===== config.mk =====
export PLATFORM = sky130hd
export DESIGN_NAME = module_gray_scan_ctrl
export DESIGN_NICKNAME = d
export VERILOG_FILES = /design/src/rtl/gray_scan_pkg.sv /design/src/rtl/module_gray_to_bin.sv /design/src/rtl/module_gray_scan_ctrl.sv
export SDC_FILE = /design/constraint.sdc
export NUM_CORES = 1
export LEC_CHECK = 0
export ABC_AREA = 1
export BUFFER_PORTS_ARGS = -buffer_cell sky130_fd_sc_hd__buf_2
export CAP_MARGIN = 20
export CORE_ASPECT_RATIO = 1.25
export CORE_UTILIZATION = 54
export CTS_CLUSTER_SIZE = 28
export DETAILED_ROUTE_END_ITERATION = 12
export HOLD_SLACK_MARGIN = 0.05
export PLACE_DENSITY = 0.76
export SLEW_MARGIN = 5
export SYNTH_ARGS = -nofsm -noshare
export SYNTH_HDL_FRONTEND = slang
export SYNTH_SLANG_ARGS = --single-unit

===== constraint.sdc =====
create_clock -name clk_i -period 2.35 [get_ports clk_i]
set_input_delay 0.705 -clock clk_i [delete_from_list [all_inputs] [get_ports clk_i]]
set_output_delay 0.705 -clock clk_i [all_outputs]
set_load 0.01 [all_outputs]

===== src/rtl/gray_scan_pkg.sv =====
// Shared definitions for the gray-code scan scheduler: FSM encodings,
// counter widths, the channel-index width helper and the gray decoder.
package gray_scan_pkg;

   // Scan slot FSM encodings
   localparam logic [1:0] ST_IDLE   = 2'd0;
   localparam logic [1:0] ST_SAMPLE = 2'd1;
   localparam logic [1:0] ST_DECODE = 2'd2;
   localparam logic [1:0] ST_COMMIT = 2'd3;

   // Stability counters hold 1..15
   localparam int unsigned STAB_W = 4;

   // Widest gray code the shared decoder accepts
   localparam int unsigned GMAX_W = 32;

   // Channel index width, never narrower than one bit
   function automatic int unsigned ch_w(input int unsigned n);
      return (n > 1) ? $clog2(n) : 1;
   endfunction

   // XOR-prefix from the MSB down. Narrower codes are zero-extended,
   // and leading zeros leave the prefix untouched.
   function automatic logic [GMAX_W-1:0] gray2bin(input logic [GMAX_W-1:0] g);
      logic [GMAX_W-1:0] b;
      b = '0;
      b[GMAX_W-1] = g[GMAX_W-1];
      for (int i = GMAX_W - 2; i >= 0; i--) begin
         b[i] = b[i+1] ^ g[i];
      end
      return b;
   endfunction

endpackage


===== src/rtl/module_gray_to_bin.sv =====
// Combinational gray-to-binary decoder shared by all scan channels.
//   gray_i : gray-coded input, WIDTH bits
//   bin_o  : binary equivalent, WIDTH bits
module module_gray_to_bin
   import gray_scan_pkg::*;
#(
   parameter int unsigned WIDTH = 4
) (
   input  logic [WIDTH-1:0] gray_i,
   output logic [WIDTH-1:0] bin_o
);

   assign bin_o = WIDTH'(gray2bin(GMAX_W'(gray_i)));

endmodule


===== src/rtl/module_gray_scan_ctrl.sv =====
// Round-robin scan scheduler sharing one gray decoder across CHANNELS
// switch inputs, with per-channel debounce before committing a value.
//   clk_i, rst_i   : clock, asynchronous active-low reset
//   en_i           : scan enable (gates the slot timer only)
//   gray_code_i    : packed gray inputs, channel k at [k*WIDTH +: WIDTH]
//   bin_code_o     : committed binary values, same packing
//   valid_o        : per-channel "committed at least once"
//   update_o       : one-cycle pulse when a channel output changes
//   update_ch_o    : channel index accompanying update_o
//   busy_o         : slot FSM not idle
module module_gray_scan_ctrl
   import gray_scan_pkg::*;
#(
   parameter int unsigned WIDTH        = 4,
   parameter int unsigned CHANNELS     = 4,
   parameter int unsigned SCAN_PERIOD  = 2700000,
   parameter int unsigned STABLE_COUNT = 2
) (
   input  logic                          clk_i,
   input  logic                          rst_i,
   input  logic                          en_i,
   input  logic [CHANNELS*WIDTH-1:0]     gray_code_i,
   output logic [CHANNELS*WIDTH-1:0]     bin_code_o,
   output logic [CHANNELS-1:0]           valid_o,
   output logic                          update_o,
   output logic [ch_w(CHANNELS)-1:0]     update_ch_o,
   output logic                          busy_o
);

   localparam int unsigned CH_W  = ch_w(CHANNELS);
   localparam int unsigned TMR_W = $clog2(SCAN_PERIOD);
   localparam logic [TMR_W-1:0]  TMR_RELOAD = TMR_W'(SCAN_PERIOD - 1);
   localparam logic [STAB_W-1:0] STAB_MAX   = STAB_W'(STABLE_COUNT);
   localparam logic [CH_W-1:0]   CH_LAST    = CH_W'(CHANNELS - 1);

   logic [CHANNELS*WIDTH-1:0] sync1_q, sync2_q;
   logic [WIDTH-1:0]          sync_ch [CHANNELS];

   logic [TMR_W-1:0] timer_q;
   logic             tick_q;

   logic [1:0]        state_q, state_d;
   logic [CH_W-1:0]   ch_q, ch_d;
   logic [WIDTH-1:0]  sample_q, sample_d;
   logic [WIDTH-1:0]  dec_q, dec_d, dec_c;
   logic [WIDTH-1:0]  cand_q [CHANNELS];
   logic [WIDTH-1:0]  cand_d [CHANNELS];
   logic [STAB_W-1:0] stab_q [CHANNELS];
   logic [STAB_W-1:0] stab_d [CHANNELS];
   logic [STAB_W-1:0] stab_nxt;
   logic [WIDTH-1:0]  bin_q  [CHANNELS];
   logic [WIDTH-1:0]  bin_d  [CHANNELS];
   logic [CHANNELS-1:0] valid_q, valid_d;
   logic              upd_q, upd_d;
   logic [CH_W-1:0]   upd_ch_q, upd_ch_d;
   logic              busy_q, busy_d;

   // Two-flop synchroniser, free running
   always_ff @(posedge clk_i or negedge rst_i) begin
      if (!rst_i) begin
         sync1_q <= '0;
         sync2_q <= '0;
      end else begin
         sync1_q <= gray_code_i;
         sync2_q <= sync1_q;
      end
   end

   for (genvar k = 0; k < CHANNELS; k++) begin : g_ch
      assign sync_ch[k]                    = sync2_q[k*WIDTH +: WIDTH];
      assign bin_code_o[k*WIDTH +: WIDTH]  = bin_q[k];
   end

   // Slot timer: held at reload while disabled, one-cycle tick at zero
   always_ff @(posedge clk_i or negedge rst_i) begin
      if (!rst_i) begin
         timer_q <= TMR_RELOAD;
         tick_q  <= 1'b0;
      end else if (!en_i) begin
         timer_q <= TMR_RELOAD;
         tick_q  <= 1'b0;
      end else if (timer_q == '0) begin
         timer_q <= TMR_RELOAD;
         tick_q  <= 1'b1;
      end else begin
         timer_q <= timer_q - TMR_W'(1);
         tick_q  <= 1'b0;
      end
   end

   module_gray_to_bin #(.WIDTH(WIDTH)) u_dec (
      .gray_i (sample_q),
      .bin_o  (dec_c)
   );

   // FSM state register
   always_ff @(posedge clk_i or negedge rst_i) begin
      if (!rst_i) state_q <= ST_IDLE;
      else        state_q <= state_d;
   end

   // Next state, datapath and outputs
   always_comb begin
      state_d  = state_q;
      ch_d     = ch_q;
      sample_d = sample_q;
      dec_d    = dec_q;
      cand_d   = cand_q;
      stab_d   = stab_q;
      bin_d    = bin_q;
      valid_d  = valid_q;
      upd_d    = 1'b0;
      upd_ch_d = upd_ch_q;
      stab_nxt = '0;
      case (state_q)
         ST_IDLE: begin
            if (tick_q) state_d = ST_SAMPLE;
         end
         ST_SAMPLE: begin
            sample_d = sync_ch[ch_q];
            state_d  = ST_DECODE;
         end
         ST_DECODE: begin
            dec_d   = dec_c;
            state_d = ST_COMMIT;
         end
         ST_COMMIT: begin
            // A new value restarts the debounce run; a repeat extends it
            if (dec_q != cand_q[ch_q]) begin
               cand_d[ch_q] = dec_q;
               stab_nxt     = STAB_W'(1);
            end else if (stab_q[ch_q] >= STAB_MAX) begin
               stab_nxt = STAB_MAX;
            end else begin
               stab_nxt = stab_q[ch_q] + STAB_W'(1);
            end
            stab_d[ch_q] = stab_nxt;
            if ((stab_nxt == STAB_MAX) &&
                ((dec_q != bin_q[ch_q]) || !valid_q[ch_q])) begin
               bin_d[ch_q]   = dec_q;
               valid_d[ch_q] = 1'b1;
               upd_d         = 1'b1;
               upd_ch_d      = ch_q;
            end
            ch_d    = (ch_q == CH_LAST) ? '0 : ch_q + CH_W'(1);
            state_d = ST_IDLE;
         end
         default: state_d = ST_IDLE;
      endcase
      busy_d = (state_d != ST_IDLE);
   end

   // Datapath and output registers
   always_ff @(posedge clk_i or negedge rst_i) begin
      if (!rst_i) begin
         ch_q     <= '0;
         sample_q <= '0;
         dec_q    <= '0;
         for (int i = 0; i < CHANNELS; i++) begin
            cand_q[i] <= '0;
            stab_q[i] <= '0;
            bin_q[i]  <= '0;
         end
         valid_q  <= '0;
         upd_q    <= 1'b0;
         upd_ch_q <= '0;
         busy_q   <= 1'b0;
      end else begin
         ch_q     <= ch_d;
         sample_q <= sample_d;
         dec_q    <= dec_d;
         cand_q   <= cand_d;
         stab_q   <= stab_d;
         bin_q    <= bin_d;
         valid_q  <= valid_d;
         upd_q    <= upd_d;
         upd_ch_q <= upd_ch_d;
         busy_q   <= busy_d;
      end
   end

   assign valid_o     = valid_q;
   assign update_o    = upd_q;
   assign update_ch_o = upd_ch_q;
   assign busy_o      = busy_q;

endmodule


# Word level (Yosys, flattened, before mapping)
# Cells that the tools add are included.
dict set report classes {
  n_addsub 3
  magnitude_cmp 5
  n_eq_ne 7
  mux 33
  bitwise_logic 5
  n_reduce_logical 10
}
# cell count
set op_table {}
lappend op_table {{16-bit bitwise mux} 3}
lappend op_table {{4-bit two-way mux} 12}
lappend op_table {{22-bit two-way mux} 2}
lappend op_table {{4-bit binary-select mux with 2-bit select} 4}
lappend op_table {{22-bit zero test} 1}
lappend op_table {{22-bit by 1-bit subtractor with 22-bit output (second input constant)} 1}
lappend op_table {{4-bit demux with 2-bit select} 1}
lappend op_table {{4-bit inequality test} 2}
lappend op_table {{2-bit one-hot mux with 4 select lines} 1}
lappend op_table {{2-bit equality test (second input constant)} 3}
lappend op_table {{1-bit two-way mux} 6}
lappend op_table {{4-bit by 1-bit adder with 4-bit output (second input constant)} 1}
lappend op_table {{4-bit by 2-bit equality test with 1-bit output (second input constant)} 1}
lappend op_table {{4-bit by 2-bit >= comparator with 1-bit output (second input constant)} 1}
lappend op_table {{2-bit two-way mux} 2}
lappend op_table {{4-bit bitwise OR} 1}
lappend op_table {{2-bit AND reduction} 2}
lappend op_table {{3-bit >= comparator (second input constant)} 1}
lappend op_table {{1-bit logical AND} 3}
lappend op_table {{2-bit by 3-bit less-than comparator with 1-bit output (second input constant)} 1}
lappend op_table {{3-bit by 1-bit less-than comparator with 1-bit output (second input constant)} 1}
lappend op_table {{2-bit NOT with 3-bit output} 1}
lappend op_table {{1-bit bitwise XOR} 3}
lappend op_table {{2-bit by 1-bit adder with 2-bit output (second input constant)} 1}
lappend op_table {{8 further kinds} 8}
dict set report word_totals {
  ff_bits 123
  input_bits 19
  output_inout_bits 24
}

# Logic depth before layout (Yosys ltp)
# Gate-level depths: netlist (run 1).
dict set report logic_depth {
  word_depth 12
  depth_mapped 16
  depth_no_buf 13
}

# Cells and area by module
# A second synthesis (run 1) with hierarchy kept.
dict set report unflattened {
  cells_unflattened 624
  area_unflattened_um2 5497.8
}
# module instances cells_each area_per_inst_um2 seq_area_each_um2
set by_module_without_submodules {}
lappend by_module_without_submodules {module_gray_scan_ctrl 1 606 5403.9 3094.2}
lappend by_module_without_submodules {module_gray_to_bin 1 18 93.8 0.0}

# Least setup slack after synthesis (run 1)
# No wires, ideal clock.
dict set report synth_timing {
  path_type {register to register}
  from {register ch_q[0]}
  to {register bin_q, in the netlist bin_code_o[11]}
  setup_time_ns 0.117
  arrival_time_ns 2.113
  required_ns 2.233
  slack_ns 0.120
  path_stages_with_launch 15
  path_buffers 3
  path_cell_list {dfrtp_1 > buf_6 > inv_4 > buf_4 > nand2_1 > a32oi_2 > inv_1 > ha_1 > nand3_1 > nand3_1 > nor2_2 > buf_4 > nand3_2 > nand2_1 > nand2_1}
}
dict set report synth_between {
  elab_chain_cells 11
  elab_cells_between_ends 30
  classes_between {1 x add/sub; 3 x order compare; 3 x eq/ne; 17 x mux; 1 x bitwise; 5 x reduce/logical}
}
# element line
set synth_rtl {}
lappend synth_rtl {{from (decl)} module_gray_scan_ctrl.sv:43} ;# logic [CH_W-1:0] ch_q, ch_d;
lappend synth_rtl {{from (signal assigned)} module_gray_scan_ctrl.sv:169} ;# ch_q <= ch_d;
lappend synth_rtl {{2-bit NOT with 3-bit output (implied by the code)} -}
lappend synth_rtl {{4-bit binary-select mux with 2-bit select} {module_gray_scan_ctrl.sv:132, module_gray_scan_ctrl.sv:135}}
lappend synth_rtl {{4-bit two-way mux (implied by the code) (2 in series)} {module_gray_scan_ctrl.sv:132, module_gray_scan_ctrl.sv:135}}
lappend synth_rtl {{4-bit by 1-bit adder with 4-bit output or 4-bit by 2-bit >= comparator with 1-bit output (tied branches)} {module_gray_scan_ctrl.sv:135, module_gray_scan_ctrl.sv:132}}
lappend synth_rtl {{4-bit two-way mux} module_gray_scan_ctrl.sv:132} ;# end else if (stab_q[ch_q] >= STAB_MAX) begin
lappend synth_rtl {{4-bit two-way mux} module_gray_scan_ctrl.sv:129} ;# if (dec_q != cand_q[ch_q]) begin
lappend synth_rtl {{4-bit two-way mux} module_gray_scan_ctrl.sv:115} ;# case (state_q)
lappend synth_rtl {{4-bit by 2-bit equality test with 1-bit output} module_gray_scan_ctrl.sv:138} ;# if ((stab_nxt == STAB_MAX) &&
lappend synth_rtl {{1-bit logical AND} module_gray_scan_ctrl.sv:138}
lappend synth_rtl {{2-bit AND reduction (no line)} -}
lappend synth_rtl {{to (signal assigned)} module_gray_scan_ctrl.sv:174} ;# bin_q <= bin_d;
lappend synth_rtl {{to (decl)} module_gray_scan_ctrl.sv:51} ;# logic [WIDTH-1:0] bin_q [CHANNELS];
# Several ways; a longest one is shown, not always the timed one. The select of a mux whose other input is x is not followed.
# A chain may end at the register's enable or synchronous reset.

# Final worst setup path (run 1)
dict set report layout_timing {
  from {register ch_q[0]}
  to {register bin_q, in the netlist bin_code_o[2]}
}
# Same word-level chain as after synthesis.

==> results of run 1 <==
metal layers:
layer | vias up | routed length, um | GRT usage, %
li1 | 2097 | - | -
met1 | 2092 | 4670 | 28.0
met2 | 146 | 5950 | 41.4
met3 | 24 | 512 | 5.18
met4 | 0 | 235 | 10.6
met5 | - | 0 | 0
worst paths after layout:
| kind | end | slack [ns] | depth (start not counted) |
|---|---|---|---|
| worst min register to register | sync2_q[0] | 0.35 | 0 |
| worst max-delay path | bin_code_o[2] | 0.21 | 12 |
| worst min-delay path | valid_o[0] | 0.20 | 1 |
| max in group asynchronous | busy_o | 1.42 | 2 |
| min in group clk_i | sync2_q[0] | 0.35 | 0 |
| worst max register to register | bin_code_o[2] | 0.21 | 12 |
synth_stat cells, types with 2 or more instances:
cell      number  area share [%]
clkbuf_1       5            0.34
dfrtp_1      110              50
nand2_2        2            0.23
buf_2          6            0.55
a31oi_1        4            0.46
nor2_1        70             4.8
xor2_1         7             1.1
xnor2_1        4            0.64
nand3_2        3            0.55
o21ai_0       33             3.0
nand4_1       18             2.1
nor2_2         3            0.34
nand3_1       48             4.4
nor2_4         2            0.41
inv_1         47             3.2
a21oi_1       29             2.7
inv_2          2            0.14
nor3_1         2            0.18
dfstp_2       13             6.3
o21ai_1        6            0.55
or2_2          3            0.34
nand3b_1       2            0.28
buf_6          3            0.62
nor4_1         3            0.34
nand2_1      161              11
ha_1          12             2.8
buf_4          7            0.96
power breakdown:
part           switching, uW  internal (uW)
logic                   1880           1050
clock network           1030           1500
registers                355           2580
flip-flops by register name, indices dropped and copies added (netlist names), 2 cells and up:
signal	cells
timer_q	22
bin_code_o	16
cand_q	16
stab_q	16
sync1_q	16
sync2_q	16
dec_q	4
sample_q	4
valid_o	4
ch_q	2
state_q	2
update_ch_o	2
cell families (layout without fill, tap and decap cells):
group,Yosys count,count (layout)
xor+xnor,11,11
buf+inv,72,144
fa+ha+maj,12,12
simple gates,319,320
flops,123,123
compound gates,74,74
final cells by class:
type	count	share of cell area [%]
clock buffers	18	6.64
clock inverters	14	2.32
inverters	50	2.98
multi-input cells	417	31.7
flip-flops and latches	123	47.9
well taps	126	2.44
repair buffers	62	6.00
metrics by stage:
step,hold slack (ns),instances
finish,0.195,810
global route,0.210,810
CTS,0.198,809
detailed placement,0.335,777
global placement,0.332,777
floorplan,0.331,611
==> reports/qor.txt, run 1 <==
Worst-Skew Late Latency: 0.41 ns
syn nets: 642
Post-synth EDFFs: 0
simple-gate area share of the yosys netlist: 25.6%
Site Rows: 40
share of cells above drive strength 1: 18.7%
Synth Area in Compound Gates: 7.11%
vias in the first global route: 4269
Root Buffer: clkbuf_16
Design Power: 8390 uW
most common cell after layout, fill and taps aside: nand2_1
fin worst setup slack: 0.206 ns
clock skew: 0.00918 ns
Worst Path Required: 2.69 ns
largest family of logic cells by synthesized area: simple AND/OR/NAND/NOR gates
deepest clock path buffer count: 2
H-tree levels: 4
pre-CTS WS: 0.162 ns
relative slew slack: 72.7%
cell chain of the critical path: buf_4, nand2_1, nand3_1, nand3_1, nand2_1, nand2_1, inv_2, nand2_2, nor2_8, buf_4, nand4_1, nand2_1
Finished Cell Area: 0.00646 mm2
Post-CTS Setup Repair Bufs: 0
most frequent cells in the layout: nand2_1 (161), dfrtp_1 (109), nor2_1 (69), inv_1 (47), nand3_1 (47)
register area: 0.00310 mm2
mean routed wirelength per cell: 14.0 um
Vert. Die Dim: 114 um
worst vdd ir: 653 uV
initial DRC count: 306
fin util: 66.5%
sum of negative setup slack: 0 ns
antenna violations before repair: 0
final period utilization: 91.2%
ANT cells: 0
IO Pins: 43
CP Launch Type: flip-flop
FFs w/ async S/R, synth: 100%
Final GP Congestion: 0.866
syn_area_per_cell: 8.92 um2
critical path endpoint category: flip-flop
Mapped Cells: 611
CP top delay family: simple AND/OR/NAND/NOR gates
outcome: completed
register area share after synthesis: 56.8%
Avg Vias per Cell: 5.38
post-route antenna net violation count: 0
R2R Path Start: ch_q[0]
Synth cell types: 33
leak pwr: 0.00323 uW
Fillers: 797
grt total ovfl: 0
Peak Freq: 467 MHz
Setup-failing EPs final: 0
Multi-input gate area: 0.00205 mm2
aggregate global-route resource usage: 23.7%
Core ar.: 0.00971 mm2
#FFs+latches synth: 123
crit path DAT: 2.49 ns
total CTS buffers: 17
Synth Flop Type: dfrtp_1
crit path max-delay cell type: dfrtp_2
clock sinks: 123
PostCTS Resize Cnt: 0
final hold viol count: 0
DRT Pass-1 Iters: 7
starting density of the core: 56.1%
max-slew violations: 0
CP Launch Point: ch_q[0]
mux contribution to synthesized area: 0%
drt drc: 0
Synth Cell Area: 0.00545 mm2
DP Area: 0.00586 mm2
Min-Delay Path Class: in2async
XOR/XNOR Fraction of Synth Area: 1.77%
TritonCTS clock tree: done
IO buf count: 42
vias: 4359
Reg clk slew, reported paths: 0.06 ns
largest net degree at the start of global routing: 46
Final #Nets: 702
Max-Cap Viols: 0
worst slew pin tran: 0.410 ns
die width: 91.9 um
hpwl dp: 7710 um
Syn. warnings: 0
crit-path most repeated cell: nand2_1
PD cells: 1300 mW/mm2
Crit Path Class: reg2reg
routed wire length: 11400 um
Max stage delay on crit path: 0.44 ns
Post-Synth Adder-Cell Area: 2.75%
post-cts hold buffer count: 0
CP Max Fanout: 24
Period minus WS final: 2.14 ns
P&R area growth vs syn: 18.5%
Die ar.: 0.0105 mm2
Worst Path Buf+Inv: 3
RSZ-0062 raised after global routing: no
first-pass GRT wire length: 19200 um
No activity file was read; power rests on OpenSTA's default activity.
==> inputs of run 2 (changes only) <==
- ABC_AREA: 1 -> unset
==> run 2 against run 1 <==
The flow now finishes with violations (negative setup slack). Sequential share of layout area shrank 0.56 points. Count of clock-buffer cells in the layout is the same. Setup slack got worse by 0.30 ns. Die area is 3.2% lower. Global-route usage is 1.6 points lower. First-iteration DRC count shrank 40%. Cell count down 26%. Register-to-register slack worse by 0.30 ns. Critical endpoint is now bin_code_o[13].
==> reports/qor.txt, run 2 <==
clock sinks: 123 (unchanged)
share of cells above drive strength 1: 40.1% (was 18.7%)
max-slew violations: 0 (unchanged)
Crit Path Class: reg2reg (unchanged)
Period minus WS final: 2.44 ns (was 2.14 ns)
Root Buffer: clkbuf_16 (unchanged)
first-pass GRT wire length: 17000 um (was 19200 um)
worst slew pin tran: 0.481 ns (was 0.410 ns)
most frequent cell after synthesis: dfrtp_1 (was nand2_1)
Max-Cap Viols: 0 (unchanged)
TritonCTS clock tree: done (unchanged)
deepest clock path buffer count: 2 (unchanged)
Worst R2R Setup Slack: -0.09 ns (was 0.21 ns)
Final Non-Filler Cells: 597 (was 810)
Vert. Die Dim: 112 um (was 114 um)
DRT Pass-1 Iters: 4 (was 7)
CP Launch Type: flip-flop (unchanged)
drt drc: 0 (unchanged)
fin worst setup slack: -0.0917 ns (was 0.206 ns)
Synth area leader: dfrtp_1 (unchanged)
Max stage delay on crit path: 0.42 ns (was 0.44 ns)
starting density of the core: 56.6% (was 56.1%)
Final GP Congestion: 0.844 (was 0.866)
outcome: finished with violations (was completed)
Post-synth EDFFs: 0 (unchanged)
largest net degree at the start of global routing: 51 (was 46)
Synth cell types: 45 (was 33)
most frequent cells in the layout: dfrtp_1 (109), buf_2 (41), mux2_2 (37), nand2_1 (31) (was nand2_1 (161), dfrtp_1 (109), nor2_1 (69), inv_1 (47), nand3_1 (47))
syn nets: 414 (was 642)
crit-path most repeated cell: buf_4 (was nand2_1)
FFs w/ async S/R, synth: 100% (unchanged)
end of the worst register-to-register path: bin_code_o[13] (was bin_code_o[2])
clock skew: 0.00909 ns (was 0.00918 ns)
routed wire length: 9850 um (was 11400 um)
pre-CTS WS: -0.0762 ns (was 0.162 ns)
#FFs+latches synth: 123 (unchanged)
antenna violations before repair: 0 (unchanged)
R2R Path Start: ch_q[0] (unchanged)
Core ar.: 0.00932 mm2 (was 0.00971 mm2)
PD cells: 1290 mW/mm2 (was 1300 mW/mm2)
IO Pins: 43 (unchanged)
reg2reg path depth: 8 (was 12)
vias in the first global route: 3458 (was 4269)
CP Max Fanout: 12 (was 24)
critical path endpoint category: flip-flop (unchanged)
Worst Path Buf+Inv: 3 (unchanged)
register area share after synthesis: 58.7% (was 56.8%)
Biggest register: timer_q (unchanged)
Multi-input gate area: 0.00214 mm2 (was 0.00205 mm2)
syn_area_per_cell: 13.8 um2 (was 8.92 um2)
aggregate global-route resource usage: 22.1% (was 23.7%)
H-tree levels: 4 (unchanged)
most frequent cells after synthesis: dfrtp_1 (110), mux2_2 (49), nand2_1 (31) (was nand2_1 (161), dfrtp_1 (110), nor2_1 (70))
die width: 90.4 um (was 91.9 um)
main area contributors after synthesis: dfrtp_1 (52%), mux2_2 (10%), dfstp_2 (6.5%) (was dfrtp_1 (50%), nand2_1 (11%), dfstp_2 (6.3%))
grt total ovfl: 0 (unchanged)
Final #Nets: 492 (was 702)
Site Rows: 39 (was 40)
max reg flops: 22 (unchanged)
final hold viol count: 0 (unchanged)
IO buf count: 42 (unchanged)
mean routed wirelength per cell: 16.5 um (was 14.0 um)
cell chain of the critical path: buf_4, buf_4, mux4_2, xor2_1, nor4_4, buf_12, o2111ai_4, mux2_4 (was buf_4, nand2_1, nand3_1, nand3_1, nand2_1, nand2_1, inv_2, nand2_2, nor2_8, buf_4, nand4_1, nand2_1)
ANT cells: 0 (unchanged)
failing checks: negative setup slack
Reg clk slew, reported paths: 0.06 ns (about the same)
crit path DAT: 2.74 ns (was 2.49 ns)
Worst Path Required: 2.65 ns (was 2.69 ns)
CP Launch Point: ch_q[0] (unchanged)
RSZ-0062 raised after global routing: yes (was no)
most common cell after layout, fill and taps aside: dfrtp_1 (was nand2_1)
Fillers: 621 (was 797)
Synth top area share: 52.2% (was 50.5%)
Worst-Skew Late Latency: 0.41 ns (about the same)
vias: 3212 (was 4359)
Synth Cell Area: 0.00527 mm2 (was 0.00545 mm2)
leak pwr: 0.00308 uW (was 0.00323 uW)
worst vdd ir: 726 uV (was 653 uV)
Min-Delay Path Class: in2async (unchanged)
Synth Flop Type: dfrtp_1 (unchanged)
P&R area growth vs syn: 24.0% (was 18.5%)
Mapped Cells: 383 (was 611)
Peak Freq: 410 MHz (was 467 MHz)
post-route antenna net violation count: 0 (unchanged)
CP top delay family: multiplexers (was simple AND/OR/NAND/NOR gates)
Setup-failing EPs final: 32 (was 0)
hpwl dp: 6840 um (was 7710 um)
placed insts: 562 (was 777)
Syn. warnings: 0 (unchanged)
total CTS buffers: 17 (unchanged)
Die ar.: 0.0102 mm2 (was 0.0105 mm2)
crit path max-delay cell type: mux4_2 (was dfrtp_2)
post-cts hold buffer count: 0 (unchanged)
register area: 0.00310 mm2 (unchanged)
initial DRC count: 184 (was 306)
final period utilization: 104% (was 91.2%)
relative slew slack: 67.9% (was 72.7%)
Avg Vias per Cell: 5.38 (about the same)
run 2: cell types whose count changed in the layout (fill, tap and decap cells not counted), sizes merged, moves of 13 or more:
cell	previous run	this run
mux2	0	49
o21ai	39	6
nand4	18	0
nor2	77	28
nand2	163	31
inv	59	17
mux4	0	13
a21oi	29	4
nand3	51	5
run 2: cells by family (layout without fill, tap and decap cells):
group	after synthesis	in the layout	synth area share (%)
AND/OR/NAND/NOR	102	102	9.90
adder cells (fa/ha/maj)	12	12	2.85
flip-flops	123	123	58.7
buffers and inverters	29	120	2.47
XOR/XNOR	29	29	4.82
multiplexers	65	65	17.2
AO/OA/AOI/OAI	23	23	4.11
run 2: area by class of cell:
| cell class | instances | area share, % |
|---|---|---|
| Timing Repair Buffer | 73 | 7.45 |
| Tap cell | 123 | 2.35 |
| Inverter | 15 | 0.861 |
| Clock buffer | 18 | 6.57 |
| Multi-Input combinational cell | 231 | 32.8 |
| Clock inverter | 14 | 2.62 |
| Sequential cell | 123 | 47.4 |
run 2: worst max-delay path by stage:
stage                     endpoint  slack [ns]  cells past startpoint
floorplan            bin_code_o[0]        -0.1                      7
global placement    bin_code_o[13]       -0.03                      6
detailed placement   bin_code_o[7]       -0.08                      6
CTS                  bin_code_o[7]       -0.09                      6
global route        bin_code_o[13]       -0.16                      7
finish              bin_code_o[13]       -0.09                      8
run 2: timing repair:
item / CTS / global route
endpoints found under the setup margin: 23 / 46
pin swaps: 0 / 2
resized for setup: 1 / 4
setup buffers: 1 / 2
run 2: metal layers:
metal  GRT usage, %  wire length, um
met1           24.7             3940
met2           39.9             5410
met3           6.17              357
met4           8.92              142
met5              0                0
run 2: report_power, final:
part / internal, uW / switching, uW
registers: 2610 / 396
logic: 1470 / 1380
clock network: 1670 / 936
run 2: per-stage QoR:
stage                     instance area [um2]  hold WS (ns)  total power [uW]  TNS (ns)  utilization, %
after CTS                                6500         0.160              8470     -1.29            69.8
after global routing                     6540         0.178              8920     -4.11            70.1
after detailed placement                 5900         0.335              5800     -1.17            63.3
after floorplan                          5370         0.331              4910     -1.22               -
final                                    6540         0.164              8460     -1.44            70.1
after global placement                   5900         0.332              5700    -0.373            63.3
==> inputs of run 3 (changes only) <==
- CORE_MARGIN: unset -> 2
- SLEW_MARGIN: 5 -> unset
==> run 3 against run 2 <==
The flow still finishes with violations (negative setup slack). Total power increased by 3.8%. First-iteration DRC count down 6.5%. Sequential power about the same. Setup slack gained 0.041 ns. Wire length grew 3.1%. Clock skew shrank 0.0047 ns. Worst hold slack gained 0.0079 ns. Final area increased by 2.5%. Critical path depth shrank 2. Global-route usage fell by 0.83 points. Via count is 1.2% higher. Critical endpoint is now bin_code_o[5]. Largest power group unchanged. Highest routed layer unchanged.
==> reports/qor.txt, run 3 (synthesized netlist as in run 2, its figures left out) <==
outcome: finished with violations (unchanged)
failing checks: negative setup slack (unchanged)
H-tree levels: 4 (unchanged)
sum of negative setup slack: -0.779 ns (was -1.44 ns)
aggregate global-route resource usage: 21.3% (was 22.1%)
total CTS buffers: 17 (unchanged)
Period minus WS final: 2.40 ns (was 2.44 ns)
end of the worst register-to-register path: bin_code_o[5] (was bin_code_o[13])
share of cells above drive strength 1: 42.9% (was 40.1%)
vias in the first global route: 3490 (was 3458)
Final Non-Filler Cells: 606 (was 597)
die width: 92.4 um (was 90.4 um)
PD cells: 1310 mW/mm2 (was 1290 mW/mm2)
initial DRC count: 172 (was 184)
crit path DAT: 2.69 ns (was 2.74 ns)
drt drc: 0 (unchanged)
leak pwr: 0.00316 uW (was 0.00308 uW)
clock skew: 0.00444 ns (was 0.00909 ns)
Setup-failing EPs final: 18 (was 32)
post-route antenna net violation count: 0 (unchanged)
RSZ-0062 raised after global routing: yes (unchanged)
most frequent cells in the layout: dfrtp_1 (108), buf_2 (41), buf_4 (32), nand2_1 (31), mux2_2 (30) (was dfrtp_1 (109), buf_2 (41), mux2_2 (37), nand2_1 (31))
Die ar.: 0.0106 mm2 (was 0.0102 mm2)
DRT Pass-1 Iters: 5 (was 4)
Core ar.: 0.00956 mm2 (was 0.00932 mm2)
antenna violations before repair: 0 (unchanged)
Crit Path Class: reg2reg (unchanged)
Final #Nets: 498 (was 492)
routed wire length: 10200 um (was 9850 um)
mean routed wirelength per cell: 16.8 um (was 16.5 um)
post-cts hold buffer count: 0 (unchanged)
Worst-Skew Late Latency: 0.41 ns (about the same)
critical path endpoint category: flip-flop (unchanged)
clock sinks: 123 (unchanged)
TritonCTS clock tree: done (unchanged)
fin worst setup slack: -0.0508 ns (was -0.0917 ns)
register area: 0.00310 mm2 (about the same)
deepest clock path buffer count: 2 (unchanged)
P&R area growth vs syn: 27.0% (was 24.0%)
most common cell after layout, fill and taps aside: dfrtp_1 (unchanged)
largest net degree at the start of global routing: 56 (was 51)
grt total ovfl: 0 (unchanged)
worst vdd ir: 913 uV (was 726 uV)
final hold viol count: 0 (unchanged)
Multi-input gate area: 0.00220 mm2 (was 0.00214 mm2)
starting density of the core: 55.1% (was 56.6%)
max-slew violations: 0 (unchanged)
fin util: 70.1% (about the same)
first-pass GRT wire length: 17100 um (was 17000 um)
reg2reg path depth: 6 (was 8)
final period utilization: 102% (was 104%)
Min-Delay Path Class: in2async (unchanged)
R2R Path Start: ch_q[1] (was ch_q[0])
max reg flops: 22 (unchanged)
Biggest register: timer_q (unchanged)
IO Pins: 43 (unchanged)
placed insts: 564 (was 562)
Worst Path Required: 2.64 ns (was 2.65 ns)
Root Buffer: clkbuf_16 (unchanged)
Reg clk slew, reported paths: 0.06 ns (about the same)
CP Max Fanout: 7 (was 12)
Worst R2R Setup Slack: -0.05 ns (was -0.09 ns)
hpwl dp: 6780 um (was 6840 um)
Avg Vias per Cell: 5.36 (was 5.38)
CP Launch Type: flip-flop (unchanged)
Vert. Die Dim: 114 um (was 112 um)
IO buf count: 42 (unchanged)
vias: 3250 (was 3212)
Site Rows: 40 (was 39)
worst slew pin tran: 0.456 ns (was 0.481 ns)
pre-CTS WS: -0.170 ns (was -0.0762 ns)
Max-Cap Viols: 0 (unchanged)
ANT cells: 0 (unchanged)
Peak Freq: 417 MHz (was 410 MHz)
Fillers: 626 (was 621)
Final GP Congestion: 0.778 (was 0.844)
Design Power: 8780 uW (was 8460 uW)
relative slew slack: 69.6% (was 67.9%)
==> run 3: how the worst max path moves through the flow <==
stage / startpoint / end / slack, ns / cells after the start
floorplan: ch_q[0] / bin_code_o[0] / -0.1 / 7
global placement: ch_q[0] / update_ch_o[1] / -0.11 / 10
detailed placement: ch_q[0] / update_ch_o[0] / -0.17 / 10
CTS: ch_q[1] / update_ch_o[1] / -0.08 / 8
global route: ch_q[1] / bin_code_o[0] / -0.14 / 11
finish: ch_q[1] / bin_code_o[5] / -0.05 / 6
==> run 3: layout make-up <==
type | instances | area share, %
Clock buffer | 18 | 6.56
Clock inverter | 14 | 2.90
Multi-Input combinational cell | 231 | 32.9
Inverter | 15 | 0.841
Sequential cell | 123 | 46.2
Tap cell | 126 | 2.35
Timing Repair Buffer | 79 | 8.24
==> run 3: metrics by stage <==
step           hold WS [ns]  cell area, um2
2_1_floorplan         0.331            5370
3_3_place_gp          0.333            5890
4_1_cts               0.169            6590
3_5_place_dp          0.335            5890
5_1_grt               0.174            6700
6_report              0.172            6700
==> run 3: report_power, final <==
part           switching (uW)  internal [uW]
Combinational            1450           1570
Sequential                412           2610
Clock                     938           1810
==> run 3: critical path, stage by stage (launching register included) <==
cell and delay (ns):
dfrtp_2 0.47, buf_4 0.16, or3_1 0.39, a2111o_1 0.46
a22o_4 0.33, o2111ai_4 0.14, mux2_4 0.33
==> run 3: what timing repair did <==
item,CTS,global route
setup endpoints to repair,34,69
pin swaps,5,5
buffers inserted,5,5
hold endpoints to repair,0,0
resized for setup,9,18
==> run 3: metal layers <==
metal	up-vias	track usage, %	part of all wire, %
met4	0	9.25	3.3
met5	-	0	0
li1	1500	-	-
met3	27	5.60	3.6
met1	1640	25.4	41
met2	83	36.5	52
